==> config.mk <==
export PLATFORM = sky130hd
export DESIGN_NAME = alu_sequencer
export DESIGN_NICKNAME = d
export VERILOG_FILES = /design/src/rtl/alu_sequencer_pkg.sv /design/src/rtl/alu_sequencer.sv
export SDC_FILE = /design/constraint.sdc
export NUM_CORES = 1
export LEC_CHECK = 0
export BUFFER_PORTS_ARGS = -buffer_cell sky130_fd_sc_hd__buf_2
export CORE_AREA = 10 10 246 248
export CTS_CLUSTER_DIAMETER = 60
export CTS_CLUSTER_SIZE = 24
export DETAILED_ROUTE_END_ITERATION = 6
export DIE_AREA = 0 0 256 258
export GPL_TIMING_DRIVEN = 1
export PLACE_DENSITY = 0.51
export RECOVER_POWER = 50
export SYNTH_ARGS = -nofsm -noshare
export SYNTH_HDL_FRONTEND = slang
export SYNTH_SLANG_ARGS = --single-unit
==> constraint.sdc <==
create_clock -name clk -period 2.75 [get_ports clk]
set_input_delay 0.275 -clock clk [delete_from_list [all_inputs] [get_ports clk]]
set_output_delay 0.275 -clock clk [all_outputs]
set_load 0.01 [all_outputs]
==> src/rtl/alu_sequencer_pkg.sv <==
// Shared definitions for the calculator command sequencer.
// Provides ALU opcode and sub-select constants, the sequencer state
// encoding, default operand/result widths and an opcode validity helper.
package alu_sequencer_pkg;

  localparam int DEF_DATA_W = 80;
  localparam int DEF_RES_W  = 160;

  localparam logic [2:0] OP_ADD   = 3'b001;
  localparam logic [2:0] OP_MUL   = 3'b010;
  localparam logic [2:0] OP_SHIFT = 3'b011;

  localparam logic SEL_ADD = 1'b0;
  localparam logic SEL_SUB = 1'b1;
  localparam logic SEL_SHL = 1'b0;
  localparam logic SEL_SHR = 1'b1;

  typedef enum logic [1:0] {
    IDLE  = 2'd0,
    ISSUE = 2'd1,
    RESP  = 2'd2
  } seq_state_e;

  function automatic logic is_valid_op(input logic [2:0] op);
    return (op == OP_ADD) || (op == OP_MUL) || (op == OP_SHIFT);
  endfunction

endpackage

==> src/rtl/alu_sequencer.sv <==
// Command-side initiator for the calculator ALU.
// Accepts one command at a time (cmd_valid/cmd_ready), drives the ALU
// en/app/sel/a/b inputs, holds en until alu_done, captures alu_c and
// returns it on the result channel (res_valid/res_ready). Invalid opcodes
// and done-timeouts return res_err=1 with res_data=0.
// Ports:
//   clk, rstn                 clock, asynchronous active-low reset
//   cmd_valid/ready/op/sel/a/b  command channel
//   alu_en/app/sel/a/b        registered ALU controls
//   alu_c, alu_done           ALU result and completion
//   res_valid/ready/data/err  result channel
module alu_sequencer
  import alu_sequencer_pkg::*;
#(
  parameter int DATA_W  = DEF_DATA_W,
  parameter int RES_W   = DEF_RES_W,
  parameter int TIMEOUT = 16
) (
  input  logic              clk,
  input  logic              rstn,
  input  logic              cmd_valid,
  output logic              cmd_ready,
  input  logic [2:0]        cmd_op,
  input  logic              cmd_sel,
  input  logic [DATA_W-1:0] cmd_a,
  input  logic [DATA_W-1:0] cmd_b,
  output logic              alu_en,
  output logic [2:0]        alu_app,
  output logic              alu_sel,
  output logic [DATA_W-1:0] alu_a,
  output logic [DATA_W-1:0] alu_b,
  input  logic [RES_W-1:0]  alu_c,
  input  logic              alu_done,
  output logic              res_valid,
  input  logic              res_ready,
  output logic [RES_W-1:0]  res_data,
  output logic              res_err
);

  localparam int CNT_W = $clog2(TIMEOUT + 1);

  seq_state_e        state_q, state_d;
  logic [CNT_W-1:0]  cnt_q, cnt_d;
  logic              alu_en_q, alu_en_d;
  logic [2:0]        alu_app_q, alu_app_d;
  logic              alu_sel_q, alu_sel_d;
  logic [DATA_W-1:0] alu_a_q, alu_a_d;
  logic [DATA_W-1:0] alu_b_q, alu_b_d;
  logic              res_valid_q, res_valid_d;
  logic [RES_W-1:0]  res_data_q, res_data_d;
  logic              res_err_q, res_err_d;
  logic              timeout_hit;

  // cnt_q counts completed en-high ISSUE cycles; aborting when it is about
  // to reach TIMEOUT keeps en high for exactly TIMEOUT cycles.
  assign timeout_hit = (cnt_q == CNT_W'(TIMEOUT - 1));

  always_ff @(posedge clk or negedge rstn) begin
    if (!rstn) begin
      state_q     <= IDLE;
      cnt_q       <= '0;
      alu_en_q    <= 1'b0;
      alu_app_q   <= '0;
      alu_sel_q   <= 1'b0;
      alu_a_q     <= '0;
      alu_b_q     <= '0;
      res_valid_q <= 1'b0;
      res_data_q  <= '0;
      res_err_q   <= 1'b0;
    end else begin
      state_q     <= state_d;
      cnt_q       <= cnt_d;
      alu_en_q    <= alu_en_d;
      alu_app_q   <= alu_app_d;
      alu_sel_q   <= alu_sel_d;
      alu_a_q     <= alu_a_d;
      alu_b_q     <= alu_b_d;
      res_valid_q <= res_valid_d;
      res_data_q  <= res_data_d;
      res_err_q   <= res_err_d;
    end
  end

  always_comb begin
    state_d = state_q;
    unique case (state_q)
      IDLE:    if (cmd_valid) state_d = is_valid_op(cmd_op) ? ISSUE : RESP;
      ISSUE:   if (alu_done || timeout_hit) state_d = RESP;
      RESP:    if (res_ready) state_d = IDLE;
      default: state_d = IDLE;
    endcase
  end

  always_comb begin
    cnt_d       = cnt_q;
    alu_en_d    = alu_en_q;
    alu_app_d   = alu_app_q;
    alu_sel_d   = alu_sel_q;
    alu_a_d     = alu_a_q;
    alu_b_d     = alu_b_q;
    res_valid_d = res_valid_q;
    res_data_d  = res_data_q;
    res_err_d   = res_err_q;
    unique case (state_q)
      IDLE: begin
        cnt_d = '0;
        if (cmd_valid) begin
          alu_app_d = cmd_op;
          alu_sel_d = cmd_sel;
          alu_a_d   = cmd_a;
          alu_b_d   = cmd_b;
          if (is_valid_op(cmd_op)) begin
            alu_en_d = 1'b1;
          end else begin
            res_valid_d = 1'b1;
            res_err_d   = 1'b1;
            res_data_d  = '0;
          end
        end
      end
      ISSUE: begin
        cnt_d = cnt_q + CNT_W'(1);
        if (alu_done) begin
          alu_en_d    = 1'b0;
          res_valid_d = 1'b1;
          res_err_d   = 1'b0;
          res_data_d  = alu_c;
        end else if (timeout_hit) begin
          alu_en_d    = 1'b0;
          res_valid_d = 1'b1;
          res_err_d   = 1'b1;
          res_data_d  = '0;
        end
      end
      RESP: begin
        if (res_ready) begin
          res_valid_d = 1'b0;
          cnt_d       = '0;
        end
      end
      default: ;
    endcase
  end

  assign cmd_ready = rstn && (state_q == IDLE);
  assign alu_en    = alu_en_q;
  assign alu_app   = alu_app_q;
  assign alu_sel   = alu_sel_q;
  assign alu_a     = alu_a_q;
  assign alu_b     = alu_b_q;
  assign res_valid = res_valid_q;
  assign res_data  = res_data_q;
  assign res_err   = res_err_q;

endmodule
==> metrics.md, run 1 <==
| Metric | Value |
|---|---|
| Syn Std Cell Area | `12200 um2` |
| TritonCTS Sinks | `334` |
| Drt total wl | `48.9 mm` |
| Rel. slew slack | `-3.50%` |
| Clk buf depth | `3` |
| Worst endpoint data arrival time | `2.76 ns` |
| P_leak | `0.00987 uW` |
| Hold Crit Depth | `4` |
| Number of optimization iterations in the first detailed-route pass | `4` |
| Syn_area_per_cell | `16.1 um2` |
| DRC Markers | `0` |
| CP required | `3.23 ns` |
| Met3 wire len | `3.87 mm` |
| Initial Util | `21.9%` |
| Row count | `87` |
| Via/cell ratio | `4.19` |
| Final hold violation count | `0` |
| ANT nets after route | `0` |
| First-pass GRT wire length | `74.1 mm` |
| Worst-margin pin slew | `1.55 ns` |
| Yosys warns | `0` |
| Cell variety after synth | `28` |
| Slew Limit Fails | `107` |
| Cells after Synth | `757` |
| Achievable Freq | `440 MHz` |
| Later-pin clock latency in the skew report | `0.55 ns` |
| Layout cells sized above 1 | `41.9%` |
| CORE AREA | `55700 um2` |
| Die height | `258 um` |
| Setup CP Type | `reg -> reg` |
| FFs w/ async S/R, synth | `100%` |
| Port Buf Inserts | `656` |
| Top sig layer | `met5` |
| Initial DRC count | `539` |
| Antenna violations before repair | `7` |
| R2R cell count | `7` |
| Final setup margin | `0.477 ns` |
| Gr ovfl total | `0` |
| Hold Path Class | `in -> reg` |
| Routability cong. | `0.837` |
| Final setup fails | `0` |
| DIE AREA | `66000 um2` |
| Clock period minus worst slack | `2.27 ns` |
| Worst Clk Skew | `0.0202 ns` |
| Num CTS Buffers | `34` |
| Via Count | `10.6k` |
| Leading cell types in the layout, fill and taps excluded | `buf_2, dfrtp_1, dlygate4sd3_1` |
| Register area share after synthesis | `68.5%` |
| IO Count | `657` |
| RSZ-0062 raised after global routing | `no` |
| Top_reg_cell synth | `dfrtp_1` |
| CTS tree | `done` |
| Post-cts sizing count | `0` |
| Hold slack final | `0.0860 ns` |
| Final net count | `2069` |
| Buffer count from post-CTS setup fixing | `0` |
| Number of synthesized flops with an enable pin | `0` |
| Pin count of the biggest net entering global routing | `132` |
| Syn nets | `1088` |
| Most area-hungry cell type in the Yosys netlist | `dfrtp_1` |
| Clock-pin slew on the worst setup and hold paths | `0.07 ns` |
| Vias in the first global route | `12.0k` |
| CP Launch Type | `flip-flop` |
| Max IR drop VDD | `0.457 mV` |
| Commonest non-fill, non-tap cell in the layout | `buf_2` |
| Die X | `256 um` |
| WL per Instance | `19.4 um` |
| Max H-tree Level | `2` |
| Met2 WL | `25.4 mm` |
| Yosys top cell area share | `68.5%` |
| Crit path max fanout | `22` |
| Area contributors post-synth | `dfrtp_1, mux2_2, a22o_1` |
| Status | `finished with violations` |
| Setup WS pre-CTS | `0.482 ns` |
| Area grow syn2layout | `69.3%` |
| Period utilisation layout | `82.7%` |
| Number of synthesized register bits | `334` |
| Crit. End Element | `flip-flop` |
| GRT Total Usage | `14.2%` |
| Detail Placement HPWL | `34.3 mm` |
| Root Buffer | `clkbuf_16` |
| Failing checks | `max-capacitance violations, max-slew violations` |
| PD cells | `925 nW/um2` |
| Routed met1 length | `17.6 mm` |
| Max-cap violation count | `1` |
| Total Neg Setup Slack | `0 ns` |
==> Yosys cell counts, types with 2 or more instances <==
library cell    n
ha_1            2
nand2_1         6
buf_1           2
nor2_1          2
and2_1          2
inv_1           3
a21oi_1         2
buf_4          16
clkbuf_1        7
dfrtp_1       334
buf_2          30
a22o_1        163
nor2b_1         2
nand2b_1        2
mux2_2        165
o21ai_0         6
nand3_1         2
==> metrics by stage <==
| stage | util, % | cell area [um2] | cells | total power [uW] |
|---|---|---|---|---|
| final | 37.0 | 20600 | 2524 | 19100 |
| after CTS | 37.5 | 20900 | 2519 | 19600 |
| after global routing | 37.0 | 20600 | 2523 | 20200 |
| after floorplan | - | 12200 | 757 | 10800 |
| after detailed placement | 29.5 | 16400 | 2133 | 14100 |
| after global placement | 29.5 | 16400 | 2133 | 14000 |
==> critical path, stage by stage, from the launching register on <==
cell and delay (ns):
dfrtp_1 0.42, ha_1 0.24, and3_1 0.20, ha_1 0.19
nor2_1 0.25, a2bb2oi_4 0.40, buf_4 0.35, a22o_1 0.17
==> area by class of cell <==
| type | count | area (um2) |
|---|---|---|
| Antenna cell | 5 | 12.5 |
| Clock buffer | 39 | 921 |
| Clock inverter | 22 | 278 |
| Fill cell | 5391 | 35100 |
| Inverter | 3 | 11.3 |
| Multi-Input combinational cell | 364 | 3540 |
| Sequential cell | 334 | 8360 |
| Tap cell | 756 | 946 |
| Timing Repair Buffer | 1001 | 6580 |
==> repair_timing <==
action / CTS / global route
hold buffers: 325 / 0
endpoints found under the hold margin: 658 / 0
endpoints found under the setup margin: 0 / 0
==> report_power, final <==
| part | switching, uW | internal [uW] | total, uW |
|---|---|---|---|
| clock network | 2210 | 2790 | 5000 |
| registers | 1090 | 6720 | 7800 |
| logic | 3280 | 3010 | 6300 |
==> metal layers <==
layer  vias to the layer above  GRT usage (%)
li1                       4769              -
met1                      5253           15.2
met2                       442           25.1
met5                         -              0
met4                         2           6.32
met3                       103           4.88
==> worst paths after layout <==
kind,slack (ns),from,end
setup / recovery,0.48,cnt_q[0],res_data[88]
hold reg to reg,0.50,res_data[9],res_data[9]
max in group asynchronous,0.77,rstn,res_data[106]
min in group asynchronous,0.54,rstn,alu_a[59]
setup reg to reg,0.48,cnt_q[0],res_data[88]
hold / removal,0.09,res_ready,res_valid
==> state kept, by name, indices dropped and copies added, names as in the netlist <==
signal	flops
res_data	160
alu_a	80
alu_b	80
cnt_q	5
alu_app	3
state_q	2
alu_en	1
alu_sel	1
res_err	1
res_valid	1
==> logic make-up (layout without fill, tap and decap cells) <==
group           after synthesis  in the layout  synth area share [%]
flops                       334            334                  68.5
compound gates              174            174                  12.2
mux                         166            166                  15.3
buf+inv                      59           1065                  2.68
simple gates                 21             21                 0.985
fa+ha+maj                     2              2                 0.205
xor+xnor                      1              1                0.0718
other cells                   0              5                     0
No activity file was read; power rests on OpenSTA's default activity.
==> run 2: changes to the inputs <==
clock period = 2.3 ns   (was 2.75 ns; I/O delays follow)
==> metrics.md, run 2 (same netlist as run 1, synthesis figures left out) <==
| Metric | Value |
|---|---|
| Gr ovfl total | `0` |
| Pint | `14700 uW` |
| ANT nets after route | `0` |
| Commonest non-fill, non-tap cell in the layout | `buf_2` |
| Crit path max fanout | `39` |
| Die height | `258 um` |
| Max-cap violation count | `0` |
| Max H-tree Level | `1` |
| DRC Markers | `0` |
| Worst-margin pin slew | `1.16 ns` |
| Worst endpoint data arrival time | `2.62 ns` |
| Pin count of the biggest net entering global routing | `85` |
| Critical path origin | `cnt_q[1]` |
| Root Buffer | `clkbuf_16` |
| Max incr delay on CP | `0.41 ns` |
| Switching share of total power | `34.4%` |
| Drt total wl | `47.8 mm` |
| DP Area | `16700 um2` |
| Flop pwr share | `41.5%` |
| Final net count | `2095` |
| Via/cell ratio | `4.14` |
| GRT Total Usage | `13.8%` |
| Routability cong. | `0.890` |
| Reg-to-Reg Start | `cnt_q[1]` |
| IO Count | `657` |
| Hold Path Class | `in -> reg` |
| Leading cell types in the layout, fill and taps excluded | `buf_2, dfrtp_1, dlygate4sd3_1` |
| Worst R2R Setup Slack | `0.20 ns` |
| Number of optimization iterations in the first detailed-route pass | `4` |
| Status | `finished clean` |
| R2R cell count | `8` |
| Max IR drop VDD | `0.569 mV` |
| RSZ-0062 raised after global routing | `no` |
| Setup CP Type | `reg -> reg` |
| Detail Placement HPWL | `34.9 mm` |
| Total Neg Setup Slack | `0 ns` |
| Final Util | `37.3%` |
| Placed Cells | `2159` |
| Crit path capture | `res_data[40]` |
| Slowest stage cell, crit path | `dfrtp_1` |
| Row count | `87` |
| Clk buf depth | `3` |
| First-pass GRT wire length | `72.9 mm` |
| CP required | `2.81 ns` |
| Die X | `256 um` |
| Clock period minus worst slack | `2.10 ns` |
| Crit. End Element | `flip-flop` |
| Layout cells sized above 1 | `42.5%` |
| Vias in the first global route | `12.0k` |
| R2r endpoint | `res_data[40]` |
| Slew Limit Fails | `0` |
| Initial DRC count | `514` |
| Post-route insts no fill | `2547` |
| Psw | `7700 uW` |
| Initial Util | `21.9%` |
| TritonCTS Sinks | `334` |
| Final setup fails | `0` |
| Port Buf Inserts | `656` |
| Area grow syn2layout | `70.5%` |
| Power, Total | `22400 uW` |
| Period utilisation layout | `91.5%` |
| Rel. slew slack | `22.7%` |
| CTS tree | `done` |
| P_leak | `0.00995 uW` |
| Later-pin clock latency in the skew report | `0.57 ns` |
| WL per Instance | `18.8 um` |
| Via Count | `10.6k` |
| Achievable Freq | `475 MHz` |
| CP Launch Type | `flip-flop` |
| Design Area, Final | `20800 um2` |
| Clock-pin slew on the worst setup and hold paths | `0.07 ns` |
| Final hold violation count | `0` |
| Max reg flops | `160` |
| Num CTS Buffers | `31` |
| Clock group share of total power | `24.4%` |
| CORE AREA | `55700 um2` |
| Hold wc startpoint | `alu_done` |
| Comb pwr share | `34.1%` |
| Antenna violations before repair | `4` |
| Critical-path cell list | `ha_1 -> and3_1 -> ha_1 -> nor2_1 -> a2bb2oi_4 -> buf_12 -> buf_12 -> a22o_1` |
| DIE AREA | `66000 um2` |
| Worst Clk Skew | `0.0125 ns` |
| PD cells | `1080 nW/um2` |
==> run 2: what timing repair did <==
action / CTS / global route
hold buffers: 328 / 0
setup buffers: 0 / 0
resized for setup: 0 / 0
endpoints found under the hold margin: 381 / 0
==> run 2: worst min path at each step <==
| stage | endpoint | slack, ns | depth (start not counted) |
|---|---|---|---|
| after CTS | alu_en | 0.10 | 4 |
| final | alu_en | 0.13 | 4 |
| after global routing | alu_en | 0.15 | 4 |
| after global placement | alu_a[59] | 0.22 | 1 |
| after floorplan | alu_a[0] | -0.07 | 0 |
| after detailed placement | alu_b[7] | 0.22 | 1 |
==> run 2: layout make-up <==
cell class                 instances  area (um2)
fill                            5433       34900
sequential                       334        8360
timing repair buffer            1030        6860
multi-input combinational        364        3540
tap                              756         946
clock buffer                      35         801
clock inverter                    22         272
inverter                           3        11.3
antenna                            3        7.51
==> run 2: power groups by stage <==
| stage | registers (uW) | logic [uW] | clock network, uW |
|---|---|---|---|
| 6_report | 9300 | 7650 | 5460 |
| 5_1_grt | 9580 | 8250 | 5850 |
| 4_1_cts | 9250 | 8130 | 5650 |
| 3_5_place_dp | 9290 | 7680 | 0 |
| 3_3_place_gp | 9280 | 7570 | 0 |
| 2_1_floorplan | 10200 | 2700 | 0 |
==> run 2: per-stage QoR <==
| stage | worst slack [ns] | hold slack [ns] |
|---|---|---|
| after floorplan | 0.371 | -0.0656 |
| after CTS | 0.206 | 0.103 |
| final | 0.196 | 0.127 |
| after detailed placement | 0.220 | 0.222 |
| after global placement | 0.218 | 0.219 |
| after global routing | 0.0701 | 0.147 |
==> run 2: worst max-delay path: cells and delay by family, from the launching register on <==
kind	cells	cell delay (ns)
adders and majority gates	2	0.38
DFF	1	0.41
and+or+nand+nor	2	0.42
buffers and inverters	2	0.43
AOI/OAI and AO/OA	2	0.37
==> run 2: routing by layer <==
| metal | part of all wire (%) | global-route usage (%) |
|---|---|---|
| met5 | 0.023 | 0 |
| met4 | 3.2 | 5.16 |
| met3 | 7.0 | 4.18 |
| met2 | 52 | 24.9 |
| met1 | 37 | 15.1 |
==> run 3: changes to the inputs <==
--- a/config.mk
+++ b/config.mk
@@ -7,4 +7,3 @@
 export LEC_CHECK = 0
-export BUFFER_PORTS_ARGS = -buffer_cell sky130_fd_sc_hd__buf_2
-export CORE_AREA = 10 10 246 248
+export CORE_AREA = 10 10 250 252
 export CTS_CLUSTER_DIAMETER = 60
@@ -12,5 +11,6 @@
 export DETAILED_ROUTE_END_ITERATION = 6
-export DIE_AREA = 0 0 256 258
+export DIE_AREA = 0 0 260 262
+export DONT_BUFFER_PORTS = 1
 export GPL_TIMING_DRIVEN = 1
-export PLACE_DENSITY = 0.51
+export PLACE_DENSITY = 0.4
 export RECOVER_POWER = 50
--- a/constraint.sdc
+++ b/constraint.sdc
@@ -3,2 +3,2 @@
 set_output_delay 0.23 -clock clk [all_outputs]
-set_load 0.01 [all_outputs]
+set_load 0.05 [all_outputs]
==> metrics.md, run 3 <==
| Metric | Value |
|---|---|
| Yosys warns | `0` |
| Syn Std Cell Area | `12200 um2` |
| Detail Placement HPWL | `31.8 mm` |
| Post-cts sizing count | `0` |
| FFs w/ async S/R, synth | `100%` |
| Area contributors post-synth | `dfrtp_1, mux2_2, a22o_1` |
| Die height | `262 um` |
| DP Area | `13300 um2` |
| Stop stage | `clock tree synthesis (4_1_cts)` |
| Port Buf Inserts | `0` |
| Syn nets | `1088` |
| Die X | `260 um` |
| Initial Util | `21.3%` |
| Routability cong. | `0.758` |
| Row count | `88` |
| Clk buf depth | `3` |
| Status | `stopped before the end` |
| Num CTS Buffers | `30` |
| Buffer count from post-CTS setup fixing | `0` |
| TritonCTS Sinks | `334` |
| Count leader, synth | `dfrtp_1` |
| Cells after Synth | `757` |
| Yosys top cell area share | `68.5%` |
| Cell variety after synth | `28` |
| IO Count | `657` |
| Root Buffer | `clkbuf_16` |
| Top_reg_cell synth | `dfrtp_1` |
| Syn_area_per_cell | `16.1 um2` |
| Number of synthesized register bits | `334` |
| # hold bufs at CTS | `313` |
| Synth top cells by count | `dfrtp_1, mux2_2, a22o_1, buf_2, buf_4` |
| Number of synthesized flops with an enable pin | `0` |
| First Error | `[ERROR RSZ-0060] Max buffer count reached.` |
| Most area-hungry cell type in the Yosys netlist | `dfrtp_1` |
| Max H-tree Level | `1` |
| Register area share after synthesis | `68.5%` |
## run 3: cell counts after synthesis
Identical to the previous run, type by type.
## run 3: stage by stage
step | hold WS [ns] | std cells | util, % | setup WS [ns]
2_1_floorplan | -0.0656 | 757 | - | 0.371
3_5_place_dp | -0.0544 | 1505 | 23.2 | 0.106
3_3_place_gp | -0.0550 | 1505 | 23.2 | 0.162
## run 3: logic make-up after synthesis
group / Yosys count / synth area share (%)
and+or+nand+nor: 21 / 0.985
adders and majority gates: 2 / 0.205
DFF: 334 / 68.5
xor gates and xnor gates: 1 / 0.0718
muxes: 166 / 15.3
buffers and inverters: 59 / 2.68
AOI/OAI and AO/OA: 174 / 12.2
==> run 4: changes to the inputs <==
CORE_AREA = 10 10 246 248   (was 10 10 250 252)
CTS_CLUSTER_DIAMETER = not set   (was 60)
CTS_CLUSTER_SIZE = not set   (was 24)
DIE_AREA = 0 0 256 258   (was 0 0 260 262)
PLACE_DENSITY = not set   (was 0.4)
PLACE_DENSITY_LB_ADDON = 0.15   (was not set)
==> metrics.md, run 4 <==
| Metric | Value |
|---|---|
| Stop stage | `clock tree synthesis (4_1_cts)` |
| Syn Std Cell Area | `12200 um2` |
| Clk buf depth | `3` |
| Cells after Synth | `757` |
| FFs w/ async S/R, synth | `100%` |
| Area contributors post-synth | `dfrtp_1, mux2_2, a22o_1` |
| Cell variety after synth | `28` |
| IO Count | `657` |
| Synth top cells by count | `dfrtp_1, mux2_2, a22o_1, buf_2, buf_4` |
| # hold bufs at CTS | `310` |
| Syn_area_per_cell | `16.1 um2` |
| Top_reg_cell synth | `dfrtp_1` |
| Routability cong. | `0.759` |
| Register area share after synthesis | `68.5%` |
| Die height | `258 um` |
| Initial Util | `21.9%` |
| Detail Placement HPWL | `30.9 mm` |
| Number of synthesized flops with an enable pin | `0` |
| Max H-tree Level | `2` |
| Yosys top cell area share | `68.5%` |
| Yosys warns | `0` |
| Port Buf Inserts | `0` |
| Num CTS Buffers | `39` |
| TritonCTS Sinks | `334` |
| Buffer count from post-CTS setup fixing | `0` |
| Root Buffer | `clkbuf_16` |
| Count leader, synth | `dfrtp_1` |
| Post-cts sizing count | `0` |
| Number of synthesized register bits | `334` |
| Status | `stopped before the end` |
| Row count | `87` |
| Placed Cells | `1475` |
| Syn nets | `1088` |
| First Error | `[ERROR RSZ-0060] Max buffer count reached.` |
| Most area-hungry cell type in the Yosys netlist | `dfrtp_1` |
| Die X | `256 um` |
## run 4: cell counts after synthesis
No cell type changed its count.
## run 4: logic make-up after synthesis
| group | share of synthesized area [%] |
|---|---|
| compound gates | 12.2 |
| xor+xnor | 0.0718 |
| fa+ha+maj | 0.205 |
| buf+inv | 2.68 |
| flops | 68.5 |
| mux | 15.3 |
| simple gates | 0.985 |
## run 4: stage by stage
stage / setup WS, ns / hold WS (ns) / cell area, um2
3_5_place_dp: 0.201 / -0.0564 / 13100
2_1_floorplan: 0.371 / -0.0656 / 12200
3_3_place_gp: 0.213 / -0.0535 / 13100
